### src/rtl/panel_sequencer_if.sv
`default_nettype none
// ============================================================================
// Module      : panel_sequencer_if
// Description : Debug-bus signal bundle between the front-panel sequencer
//               (master) and the target's debug port (slave). A single
//               request is outstanding at a time; the target completes it
//               with a one-cycle acknowledge strobe.
//   bus_req   master->slave  transaction request, held until ack/timeout
//   bus_we    master->slave  1 = write, 0 = read
//   bus_addr  master->slave  24-bit transaction address
//   bus_wdata master->slave  write data byte
//   bus_ack   slave->master  one-cycle completion strobe
//   bus_rdata slave->master  read data, valid with bus_ack on a read
// Revision    : 1.0 - initial release
// ============================================================================
interface panel_sequencer_if;
    logic        bus_req;
    logic        bus_we;
    logic [23:0] bus_addr;
    logic [7:0]  bus_wdata;
    logic        bus_ack;
    logic [7:0]  bus_rdata;

    modport master (
        output bus_req,
        output bus_we,
        output bus_addr,
        output bus_wdata,
        input  bus_ack,
        input  bus_rdata
    );

    modport slave (
        input  bus_req,
        input  bus_we,
        input  bus_addr,
        input  bus_wdata,
        output bus_ack,
        output bus_rdata
    );
endinterface
`default_nettype wire

### src/rtl/panel_sequencer.sv
`default_nettype none
// ============================================================================
// Module      : panel_sequencer
// Description : Front-panel command sequencer. Accumulates hex key entry,
//               executes load-address / examine / deposit / run / halt
//               commands and runs one request/acknowledge transaction at a
//               time on the debug bus. Drives the 24-bit panel display.
// Ports       :
//   clk, rst        clock, asynchronous active-high reset
//   key_valid/code  hex key strobe and value
//   fn_addr/exam/dep/run/halt  one-cycle function-key strobes
//   stopped         target halted (level)
//   dbg             debug bus (master modport)
//   run_req/halt_req  one-cycle pulses to the target controller
//   bus_err         one-cycle pulse on bus timeout
//   disp/disp_valid display value, low valid while a transaction is pending
// Revision    : 1.0 - initial release
// ============================================================================
module panel_sequencer #(
    parameter int unsigned TIMEOUT = 1023
) (
    input  logic                     clk,
    input  logic                     rst,
    input  logic                     key_valid,
    input  logic [3:0]               key_code,
    input  logic                     fn_addr,
    input  logic                     fn_exam,
    input  logic                     fn_dep,
    input  logic                     fn_run,
    input  logic                     fn_halt,
    input  logic                     stopped,
    panel_sequencer_if.master        dbg,
    output logic                     run_req,
    output logic                     halt_req,
    output logic                     bus_err,
    output logic [23:0]              disp,
    output logic                     disp_valid
);

    // The counter only has to reach TIMEOUT-1: it reads 0 in the first
    // request cycle, so matching TIMEOUT-1 at an edge means TIMEOUT cycles
    // of bus_req have elapsed.
    localparam int unsigned          c_cnt_w    = (TIMEOUT > 1) ? $clog2(TIMEOUT) : 1;
    localparam logic [c_cnt_w-1:0]   c_tmo_last = c_cnt_w'(TIMEOUT - 1);

    typedef enum logic [1:0] {
        S_IDLE = 2'd0,
        S_RD   = 2'd1,
        S_WR   = 2'd2
    } state_t;

    typedef enum logic {
        M_ENTRY = 1'b0,
        M_SHOW  = 1'b1
    } mode_t;

    state_t               r_state;
    state_t               w_state_nxt;
    mode_t                r_mode;

    logic [23:0]          r_ent;
    logic [23:0]          r_addr;
    logic [7:0]           r_wdata;
    logic [7:0]           r_data;
    logic                 r_stopped_d;
    logic [c_cnt_w-1:0]   r_cnt;
    logic                 r_run_req;
    logic                 r_halt_req;
    logic                 r_bus_err;

    logic                 w_idle;
    logic                 w_any_strobe;
    logic                 w_halt_pulse;
    logic                 w_run;
    logic                 w_ld_addr;
    logic                 w_exam;
    logic                 w_dep;
    logic                 w_key;
    logic                 w_refresh;
    logic                 w_ack;
    logic                 w_tmo;

    // ------------------------------------------------------------------
    // State register
    // ------------------------------------------------------------------
    always_ff @(posedge clk or posedge rst) begin
        if (rst) begin
            r_state <= S_IDLE;
        end else begin
            r_state <= w_state_nxt;
        end
    end

    // ------------------------------------------------------------------
    // Command decode and next-state logic. Strobes are resolved by fixed
    // priority first; a winner that is not allowed in the current
    // condition still suppresses every lower-priority strobe.
    // ------------------------------------------------------------------
    always_comb begin
        w_state_nxt  = r_state;
        w_idle       = (r_state == S_IDLE);
        w_any_strobe = fn_halt | fn_run | fn_addr | fn_exam | fn_dep | key_valid;

        w_halt_pulse = fn_halt & ~stopped;
        w_run        = ~fn_halt & fn_run & stopped & w_idle;
        w_ld_addr    = ~fn_halt & ~fn_run & fn_addr & stopped & w_idle;
        w_exam       = ~fn_halt & ~fn_run & ~fn_addr & fn_exam & stopped & w_idle;
        w_dep        = ~fn_halt & ~fn_run & ~fn_addr & ~fn_exam & fn_dep & stopped & w_idle;
        w_key        = ~fn_halt & ~fn_run & ~fn_addr & ~fn_exam & ~fn_dep & key_valid & w_idle;

        // Display refresh on the target stopping; any strobe in the same
        // cycle takes precedence and the refresh is lost.
        w_refresh    = stopped & ~r_stopped_d & ~w_any_strobe & w_idle;

        // Ack beats timeout when both land on the same edge.
        w_ack        = ~w_idle & dbg.bus_ack;
        w_tmo        = ~w_idle & ~dbg.bus_ack & (r_cnt == c_tmo_last);

        case (r_state)
            S_IDLE: begin
                if (w_ld_addr || w_exam || w_refresh) begin
                    w_state_nxt = S_RD;
                end else if (w_dep) begin
                    w_state_nxt = S_WR;
                end
            end
            S_RD, S_WR: begin
                if (w_ack || w_tmo) begin
                    w_state_nxt = S_IDLE;
                end
            end
            default: begin
                w_state_nxt = S_IDLE;
            end
        endcase
    end

    // ------------------------------------------------------------------
    // Datapath registers
    // ------------------------------------------------------------------
    always_ff @(posedge clk or posedge rst) begin
        if (rst) begin
            r_ent       <= 24'd0;
            r_addr      <= 24'd0;
            r_wdata     <= 8'd0;
            r_data      <= 8'd0;
            r_mode      <= M_ENTRY;
            r_stopped_d <= 1'b0;
            r_cnt       <= '0;
            r_run_req   <= 1'b0;
            r_halt_req  <= 1'b0;
            r_bus_err   <= 1'b0;
        end else begin
            r_stopped_d <= stopped;
            r_run_req   <= w_run;
            r_halt_req  <= w_halt_pulse;
            r_bus_err   <= w_tmo;

            // Idle holds the counter at zero, so it is already clear in
            // the first request cycle.
            if (w_idle) begin
                r_cnt <= '0;
            end else begin
                r_cnt <= r_cnt + c_cnt_w'(1);
            end

            if (w_key) begin
                r_ent  <= {r_ent[19:0], key_code};
                r_mode <= M_ENTRY;
            end

            if (w_ld_addr) begin
                r_addr <= r_ent;
                r_ent  <= 24'd0;
            end

            if (w_exam) begin
                r_addr <= r_addr + 24'd1;
            end

            if (w_dep) begin
                r_wdata <= r_ent[7:0];
                r_ent   <= 24'd0;
            end

            if (w_refresh) begin
                r_ent <= 24'd0;
            end

            if (w_ack) begin
                r_data <= (r_state == S_WR) ? r_wdata : dbg.bus_rdata;
                r_mode <= M_SHOW;
            end else if (w_tmo) begin
                r_data <= 8'hEE;
                r_mode <= M_SHOW;
            end
        end
    end

    // ------------------------------------------------------------------
    // Outputs. Bus strobes decode directly from the state register so the
    // asynchronous reset removes bus_req without waiting for a clock.
    // ------------------------------------------------------------------
    assign dbg.bus_req   = (r_state != S_IDLE);
    assign dbg.bus_we    = (r_state == S_WR);
    assign dbg.bus_addr  = r_addr;
    assign dbg.bus_wdata = r_wdata;

    assign run_req    = r_run_req;
    assign halt_req   = r_halt_req;
    assign bus_err    = r_bus_err;
    assign disp       = (r_mode == M_SHOW) ? {r_addr[15:0], r_data} : r_ent;
    assign disp_valid = (r_state == S_IDLE);

endmodule
`default_nettype wire

### src/flat_wrapper.sv
// flat-port wrapper written by rule: the top's interface ports become plain ports
module panel_sequencer_flat 
#(
    parameter int unsigned TIMEOUT = 1023
)
  (clk, rst, key_valid, key_code, fn_addr, fn_exam, fn_dep, fn_run, fn_halt, stopped, run_req, halt_req, bus_err, disp, disp_valid, dbg_bus_req, dbg_bus_we, dbg_bus_addr, dbg_bus_wdata, dbg_bus_ack, dbg_bus_rdata);
  panel_sequencer_if dbg_i ();
  input  logic clk;
  input  logic rst;
  input  logic key_valid;
  input  logic [3:0] key_code;
  input  logic fn_addr;
  input  logic fn_exam;
  input  logic fn_dep;
  input  logic fn_run;
  input  logic fn_halt;
  input  logic stopped;
  output logic run_req;
  output logic halt_req;
  output logic bus_err;
  output logic [23:0] disp;
  output logic disp_valid;
  output wire logic [$bits(dbg_i.bus_req)-1:0] dbg_bus_req;
  output wire logic [$bits(dbg_i.bus_we)-1:0] dbg_bus_we;
  output wire logic [$bits(dbg_i.bus_addr)-1:0] dbg_bus_addr;
  output wire logic [$bits(dbg_i.bus_wdata)-1:0] dbg_bus_wdata;
  input wire logic [$bits(dbg_i.bus_ack)-1:0] dbg_bus_ack;
  input wire logic [$bits(dbg_i.bus_rdata)-1:0] dbg_bus_rdata;
  assign dbg_bus_req = dbg_i.bus_req;
  assign dbg_bus_we = dbg_i.bus_we;
  assign dbg_bus_addr = dbg_i.bus_addr;
  assign dbg_bus_wdata = dbg_i.bus_wdata;
  assign dbg_i.bus_ack = dbg_bus_ack;
  assign dbg_i.bus_rdata = dbg_bus_rdata;
  panel_sequencer #(.TIMEOUT(TIMEOUT)) u_core (.clk(clk), .rst(rst), .key_valid(key_valid), .key_code(key_code), .fn_addr(fn_addr), .fn_exam(fn_exam), .fn_dep(fn_dep), .fn_run(fn_run), .fn_halt(fn_halt), .stopped(stopped), .dbg(dbg_i), .run_req(run_req), .halt_req(halt_req), .bus_err(bus_err), .disp(disp), .disp_valid(disp_valid));
endmodule
### config.mk
export PLATFORM = sky130hd
export DESIGN_NAME = panel_sequencer_flat
export DESIGN_NICKNAME = d
export VERILOG_FILES = /design/src/rtl/panel_sequencer_if.sv /design/src/rtl/panel_sequencer.sv /design/src/flat_wrapper.sv
export SDC_FILE = /design/constraint.sdc
export NUM_CORES = 1
export LEC_CHECK = 0
export ABC_CLOCK_PERIOD_IN_PS = 3000
export CAP_MARGIN = 15
export CORE_MARGIN = 2
export CORE_UTILIZATION = 40
export DETAILED_ROUTE_END_ITERATION = 10
export HOLD_SLACK_MARGIN = 0.06
export RECOVER_POWER = 100
export SETUP_SLACK_MARGIN = 0.3
export SLEW_MARGIN = 15
export SYNTH_ARGS = -nofsm -noshare
export SYNTH_HDL_FRONTEND = slang
export SYNTH_SLANG_ARGS = --single-unit
### constraint.sdc
create_clock -name clk -period 3 [get_ports clk]
set_input_delay 0.6 -clock clk [delete_from_list [all_inputs] [get_ports clk]]
set_output_delay 0.6 -clock clk [all_outputs]
set_load 0.02 [all_outputs]
==> metrics.yaml <==
cts:
  clock_sinks: 81
  cts_buffers: 9
  cts_tree: "done"
  cts_max_level: 3
  clkSlewWorstSetupHoldPaths_ps: 80
  post_cts_hold_buffer_count: 0
  post_cts_resize_count: 0
  clock_insertion_delay_at_the_later_pin_of_the_skew_report_ps: 350
  cts.path.max_buffers: 2
  buffer_type_at_the_clock_tree_root: "sky130_fd_sc_hd__clkbuf_8"
  cts.repair_timing.setup_buffer_count: 0
floorplanning:
  std_cell_rows: 37
  core_area_um2: 10200
  top_level_ports: 84
  fp.dieArea_um2: 11200
  fp.dieH_um: 106
  die-width_um: 106
  start_util: 0.407
placed_design:
  numPlacedInstances: 597
  gp_routability_congestion: 0.771
  port_buffers: 83
  detailed_place_hpwl_mm: 7.71
  placedInstanceArea_um2: 5160
pwr:
  netSwitchingFraction: 0.406
  p_clk_frac: 0.170
  p_int_uw: 2720
  power.density_cell_area_nw_per_um2: 861
  share_of_total_power_in_sequential_cells: 0.370
  leakage_uw: 0.00233
  report.power.total_uw: 4580
  worst_ir_drop_vdd_uv: 442
  pwr-share-comb: 0.460
  netSwitchingPower_uw: 1860
flow_run:
  max_cap_violations: 1
setup_path:
  critPathArrivalTime_ps: 2150
  worstPathRequired_ps: 2400
  critical_path.reg2reg.endpoint: "u_core.dbg.bus_addr[18]"
  worst_r2r_path_depth: 7
  crit_path_kind: "reg -> out"
  critical_path.endpoint_type: "primary output"
  timing.rr.start: "u_core.r_state[0]"
  reg2reg_slack_ps: 480
  timing.critical_path.from_type: "flip-flop"
  worstPathMaxFanout: 18
  crit_start: "u_core.r_mode"
route:
  detail_route.wirelength_mm: 10.7
  route.vias.total: 3499
  route.detailed.vias_per_inst: 5.72
  drt_first_pass_iters: 4
  final_antenna_net_count: 0
  wl_per_cell_um: 17.6
  route.detailed.drc: 0
  detailedRoute.firstIterationViolations: 175
synth:
  yosysWarningCount: 0
  postSynthAreaPerCell_um2: 10.8
  yosysTopAreaCellShare: 0.487
  number_of_flops_mapped_to_enable_cells_by_yosys: 0
  yosys_register_bits: 81
  synth.most_common_cell: "sky130_fd_sc_hd__dfrtp_1"
  synth_sequential_area_ratio: 0.487
  synth.largest_area_cell: "sky130_fd_sc_hd__dfrtp_1"
  netlist_area_um2: 4160
  synth_fp_nets: 414
  synth_cell_type_count: 59
  ys_top_cells_by_count: "sky130_fd_sc_hd__dfrtp_1, sky130_fd_sc_hd__nor2_1, sky130_fd_sc_hd__mux2_2"
  synthFlopType: "sky130_fd_sc_hd__dfrtp_1"
  syn_inst: 387
  cell_types_occupying_the_most_area_after_synthesis: "sky130_fd_sc_hd__dfrtp_1, sky130_fd_sc_hd__mux2_2, sky130_fd_sc_hd__a22o_1"
  async_s_r_ff_share_synth: 1.00
run_status:
  failed_checks: "capacitance limit, slew limit"
  outcome: "finished with violations"
cells_and_area:
  finished_layout_cell_area_um2: 5320
  layout.nets: 499
  final_cell_count_no_fill: 612
  fin_util: 0.520
  insertedDiodeCount: 0
  flow.area_growth_from_synthesis_pct: 27.7
  post_route_cells_drive_above_1_share: 0.132
sta:
  finalCritPeriodShare: 0.918
  timing.setup.tns_ps: 0
  setup-violations-final: 0
  timing.max_slew.rel_slack: -0.180
  rsz0062_at_grt: "no"
  finalWorstPathRequiredPeriod_ps: 2750
  fmax_ghz: 0.363
  report.final.slew_viol_count: 38
  timing.final.hold_violations: 0
  finClkSkew_ps: 8.76
  max_slew.worst_pin.slew_ps: 1760
worst_hold_path:
  whs_path_depth: 1
  hold_path_class: "reg -> reg"
  hold_endpoint: "u_core.r_ent[21]"
  min_from: "u_core.r_ent[21]"
grt:
  pin_count_of_the_biggest_net_entering_global_routing: 39
  antenna_found_initial: 0
  grt_first_pass_wirelength_mm: 18.2
  grt_usage: 0.203
  global_route.overflow_total: 0
  grt_pass1_vias: 3456
## area by class of cell
cell class	instances	area [µm²]
well taps	136	170
multi-input cells	275	1980
clock buffers	9	124
clock inverters	6	60.1
repair buffers	93	912
inverters	12	46.3
flip-flops and latches	81	2030
fillers	943	4910
## cell families (layout without fill, tap and decap cells)
kind of cell,after synthesis,after routing,synth area share
simple gates,138,138,0.188
compound gates,86,86,0.160
flops,81,81,0.487
mux,39,39,0.103
buf+inv,31,120,0.0328
xor+xnor,7,7,0.0147
fa+ha+maj,5,5,0.0150
## worst max-delay path, stage by stage, from the launching register on
cell                            delay (ps)
sky130_fd_sc_hd__dfrtp_1               350
sky130_fd_sc_hd__clkbuf_2              400
sky130_fd_sc_hd__mux2_2                400
sky130_fd_sc_hd__dlygate4sd3_1         650
## state kept, by name (all words and copies together) (netlist names)
name,flops
u_core.bus_err,1
u_core.r_mode,1
u_core.halt_req,1
u_core.r_data,8
u_core.dbg.bus_addr,24
u_core.run_req,1
u_core.r_stopped_d,1
u_core.r_ent,24
u_core.r_state,2
u_core.r_cnt,10
u_core.dbg.bus_wdata,8
## cell usage in the layout (no fill, tap or decap), drive strengths merged, types with 2 or more instances in the layout
cell type      Yosys  layout
dfrtp             81      81
dlygate4sd3        0      64
nor2              37      37
mux2              31      31
nand2             26      26
clkdlybuf4s50      0      19
a22o              16      16
a21oi             12      12
nand3             12      12
nor3              12      12
clkbuf             8      12
inv               12      11
a211oi            11      11
nand4             11      11
a311oi            10      10
and4               9       9
mux2i              8       8
o21ai              7       7
buf               11       7
a2bb2oi            6       6
and2               6       6
and3               5       5
xor2               5       5
ha                 5       5
nor2b              4       4
nor4               4       4
o22ai              3       3
clkinv             0       3
clkinvlp           0       3
a221o              2       2
o21bai             2       2
nor3b              2       2
a21o               2       2
xnor2              2       2
nand2b             2       2
or2                2       2
a221oi             2       2
## power by group through the flow
| stage | Sequential, µW | Clock (µW) | Combinational [µW] |
|---|---|---|---|
| finish | 1690 | 778 | 2110 |
| global route | 1750 | 844 | 2280 |
| CTS | 1700 | 790 | 2290 |
| detailed placement | 1720 | 0 | 2280 |
| global placement | 1700 | 0 | 2260 |
| floorplan | 1800 | 0 | 1150 |
## metal layers
metal / up-vias / global-route usage / wire [µm]
met5: - / 0 / 0
met4: 0 / 0.0592 / 154
met3: 14 / 0.0337 / 522
met2: 96 / 0.327 / 5090
met1: 1759 / 0.282 / 4980
li1: 1630 / - / -
## worst max-delay path by stage
| stage | to | cells after the start |
|---|---|---|
| after global routing | u_core.dbg.bus_addr[18] | 6 |
| after detailed placement | u_core.dbg.bus_addr[19] | 5 |
| after CTS | disp_valid | 4 |
| final | disp[8] | 3 |
| after global placement | u_core.dbg.bus_addr[13] | 5 |
| after floorplan | u_core.bus_err | 1 |
## stage by stage
stage                     setup WS [ps]  hold slack, ps
after floorplan                     320             466
after detailed placement            462             497
final                               245             522
after CTS                           352             521
after global routing                168             552
after global placement              505             487
Note: power is estimated with default switching activity, not from simulation.
==> patch (config.mk and constraints unchanged) <==
`TIMEOUT` is set to 1023 in 2 places; all go to 4092.
--- a/src/rtl/panel_sequencer.sv
+++ b/src/rtl/panel_sequencer.sv
@@ -17,7 +17,7 @@
 // Revision    : 1.0 - initial release
 // ============================================================================
 module panel_sequencer #(
-    parameter int unsigned TIMEOUT = 1023
+    parameter int unsigned TIMEOUT = 4092
 ) (
     input  logic                     clk,
     input  logic                     rst,
--- a/src/flat_wrapper.sv
+++ b/src/flat_wrapper.sv
@@ -1,7 +1,7 @@
 // flat-port wrapper written by rule: the top's interface ports become plain ports
 module panel_sequencer_flat 
 #(
-    parameter int unsigned TIMEOUT = 1023
+    parameter int unsigned TIMEOUT = 4092
 )
   (clk, rst, key_valid, key_code, fn_addr, fn_exam, fn_dep, fn_run, fn_halt, stopped, run_req, halt_req, bus_err, disp, disp_valid, dbg_bus_req, dbg_bus_we, dbg_bus_addr, dbg_bus_wdata, dbg_bus_ack, dbg_bus_rdata);
   panel_sequencer_if dbg_i ();
Behaviour: no difference found for any inputs over 10 cycles, from zero or initial values and one cycle with rst high; that may be too few to reach the edited logic, so the function may still have changed.
==> patch against the unedited design <==
First-iteration DRC count increased by 30%. Cell area increased by 2.5%. Routed wire length increased by 2.9%. Sequential cell count increased by 2. Via count decreased by 0.74%. Maximum frequency increased by 3.9%. Clock power increased by 5.9%. Die area increased by 1.6%. Setup slack improved by 0.10 ns. Utilization increased by 0.82 points. Power decreased by 6.2%. Synthesized area increased by 1.7%. Non-clock buffer count increased by 3. Critical path type unchanged. Critical endpoint is now dbg_bus_req. Largest cell class unchanged.
==> patch: results (changes against the unedited design) <==
status complete, no violations; Slew HR 53.3% (+71 points); switching share of power 38.3% (-2.3 points); RR Startpoint u_core.r_state[1]; post-synth net total 458 (+11%); port bufs 83 (unchanged); clock skew 0.00985 ns (+0.00109 ns); FILL cells 973 (+3.2%); Mapped Cells 432 (+12%); Post-synth top flop dfrtp_1; CP arrival 2.05 ns (-0.10 ns); routed vias 3473 (-0.74%); RR Endpoint u_core.r_state[0]; post-synthesis sequential area ratio 49.1% (+0.38 points); # nets final 541 (+8.4%); Leak 2.39 nW (+2.9%); antenna cells 0 (unchanged); # placed instances 640 (+7.2%); Post-Place Worst Slack 0.284 ns (-0.177 ns); post-layout instance count excluding filler cells 656 (+7.2%); Starting DRT DRC Count 228 (+30%); initial antenna violation count 0 (unchanged); gpl congestion 0.810 (+5.1%); Yosys Warn Count 0 (unchanged); All-Layer GR Usage 21.0% (+0.71 points); vias in the first global route 3626 (+4.9%); largest net degree at the start of global routing 84 (+120%); final wirelength 11100 µm (+2.9%); Post-CTS Setup Inserts 0 (unchanged); Async SR Flop Fraction 100% (unchanged); number of buffers created by CTS 9 (unchanged); post-cts resize count 0 (unchanged); reg-to-reg slack, setup 0.70 ns (+0.22 ns); ranking of synthesized cells by area dfrtp_1 49%, mux2_2 8.5%, nand2_1 5.7%; worst hold endpoint u_core.r_cnt[0]; synth unique cells 49 (-17%); clock slew at reported path FFs 0.08 ns (about the same); VDD IR max 0.366 mV (-17%); root buffer cell clkbuf_8; CP Max Fanout 22 (+4); cts-stage hold buffer count 0 (unchanged); Skew-Pair Late Insertion Delay 0.36 ns; first-pass GRT wire length 18900 µm (+3.7%); Max Root-Sink Buffers 2 (unchanged); cells on worst reg2reg path 9 (+2); dpl hpwl 7610 µm (-1.2%); layout cells sized above 1 12.5% (-0.74 points); Hold Path Origin u_core.r_cnt[0]; Synth top cells by count 83 x dfrtp_1, 64 x nand2_1, 43 x nor2_1; DR pass1 iterations 4 (unchanged); HP Class register to register; H-tree depth 3 (unchanged); hold path depth 1 (unchanged)
## patch: cell types whose count changed after synthesis, sizes merged, moves of 4 or more
cell | unedited run | this run
a22oi | 0 | 8
nand2 | 26 | 64
a2bb2oi | 6 | 0
a22o | 16 | 0
a311oi | 10 | 3
o21ai | 7 | 19
clkbuf | 8 | 16
nor2 | 37 | 43
mux2i | 8 | 12
and3 | 5 | 14
a21oi | 12 | 22
and4 | 9 | 5
## patch: layout make-up
type | instances | area share [%]
inverters | 9 | 0.643
flip-flops and latches | 83 | 38.1
clock inverters | 6 | 1.19
well taps | 136 | 3.12
multi-input cells | 316 | 37.1
clock buffers | 10 | 2.53
repair buffers | 96 | 17.4
## patch: power by group through the flow
stage	clock [mW]	combinational, mW	sequential (mW)
detailed placement	0	1.93	1.66
global route	0.894	1.98	1.68
global placement	0	1.91	1.65
floorplan	0	0.924	1.73
finish	0.824	1.83	1.63
CTS	0.846	1.94	1.64
## patch: worst max-delay path by stage
stage | slack [ns] | cells past startpoint | endpoint | startpoint
after CTS | 0.33 | 3 | disp[20] | u_core.r_mode
final | 0.35 | 5 | dbg_bus_req | u_core.r_state[0]
after floorplan | 0.89 | 9 | u_core.dbg.bus_addr[18] | u_core.r_state[0]
after global placement | 0.32 | 6 | u_core.dbg.bus_addr[18] | fn_exam
after global routing | 0.25 | 5 | dbg_bus_req | u_core.r_state[0]
after detailed placement | 0.28 | 6 | u_core.dbg.bus_addr[18] | fn_exam
## patch: logic make-up (layout without fill, tap and decap cells)
group                    Yosys count  count (layout)  synth area share [%]
AND/OR/NAND/NOR                  181             181                  21.3
flip-flops                        83              83                  49.1
AO/OA/AOI/OAI                     77              77                  11.8
multiplexers                      44              44                  11.3
buffers and inverters             33             121                  3.25
XOR/XNOR                          10              10                  2.07
adder cells (fa/ha/maj)            4               4                  1.18
## patch: through the flow
| step | hold slack [ns] | power [mW] | cell area [µm²] |
|---|---|---|---|
| global placement | 0.448 | 3.56 | 5270 |
| global route | 0.491 | 4.56 | 5450 |
| CTS | 0.470 | 4.42 | 5470 |
| finish | 0.465 | 4.29 | 5450 |
| floorplan | 0.433 | 2.65 | 4240 |
| detailed placement | 0.459 | 3.58 | 5270 |
## patch: routing by layer
| layer | track usage (%) | routed length (µm) | part of all wire (%) | vias up |
|---|---|---|---|---|
| li1 | - | - | - | 1697 |
| met1 | 30.2 | 5340 | 48 | 1684 |
| met2 | 32.6 | 5100 | 46 | 86 |
| met3 | 4.56 | 535 | 4.8 | 6 |
| met4 | 4.36 | 82 | 0.74 | 0 |
| met5 | 0 | 0 | 0 | - |
## patch: critical path, cell delays in order, from the launching register on
cell and delay, ns:
dfrtp_1 0.37, inv_1 0.10, ha_1 0.20, buf_4 0.26, inv_1 0.12, dlygate4sd3_1 0.66
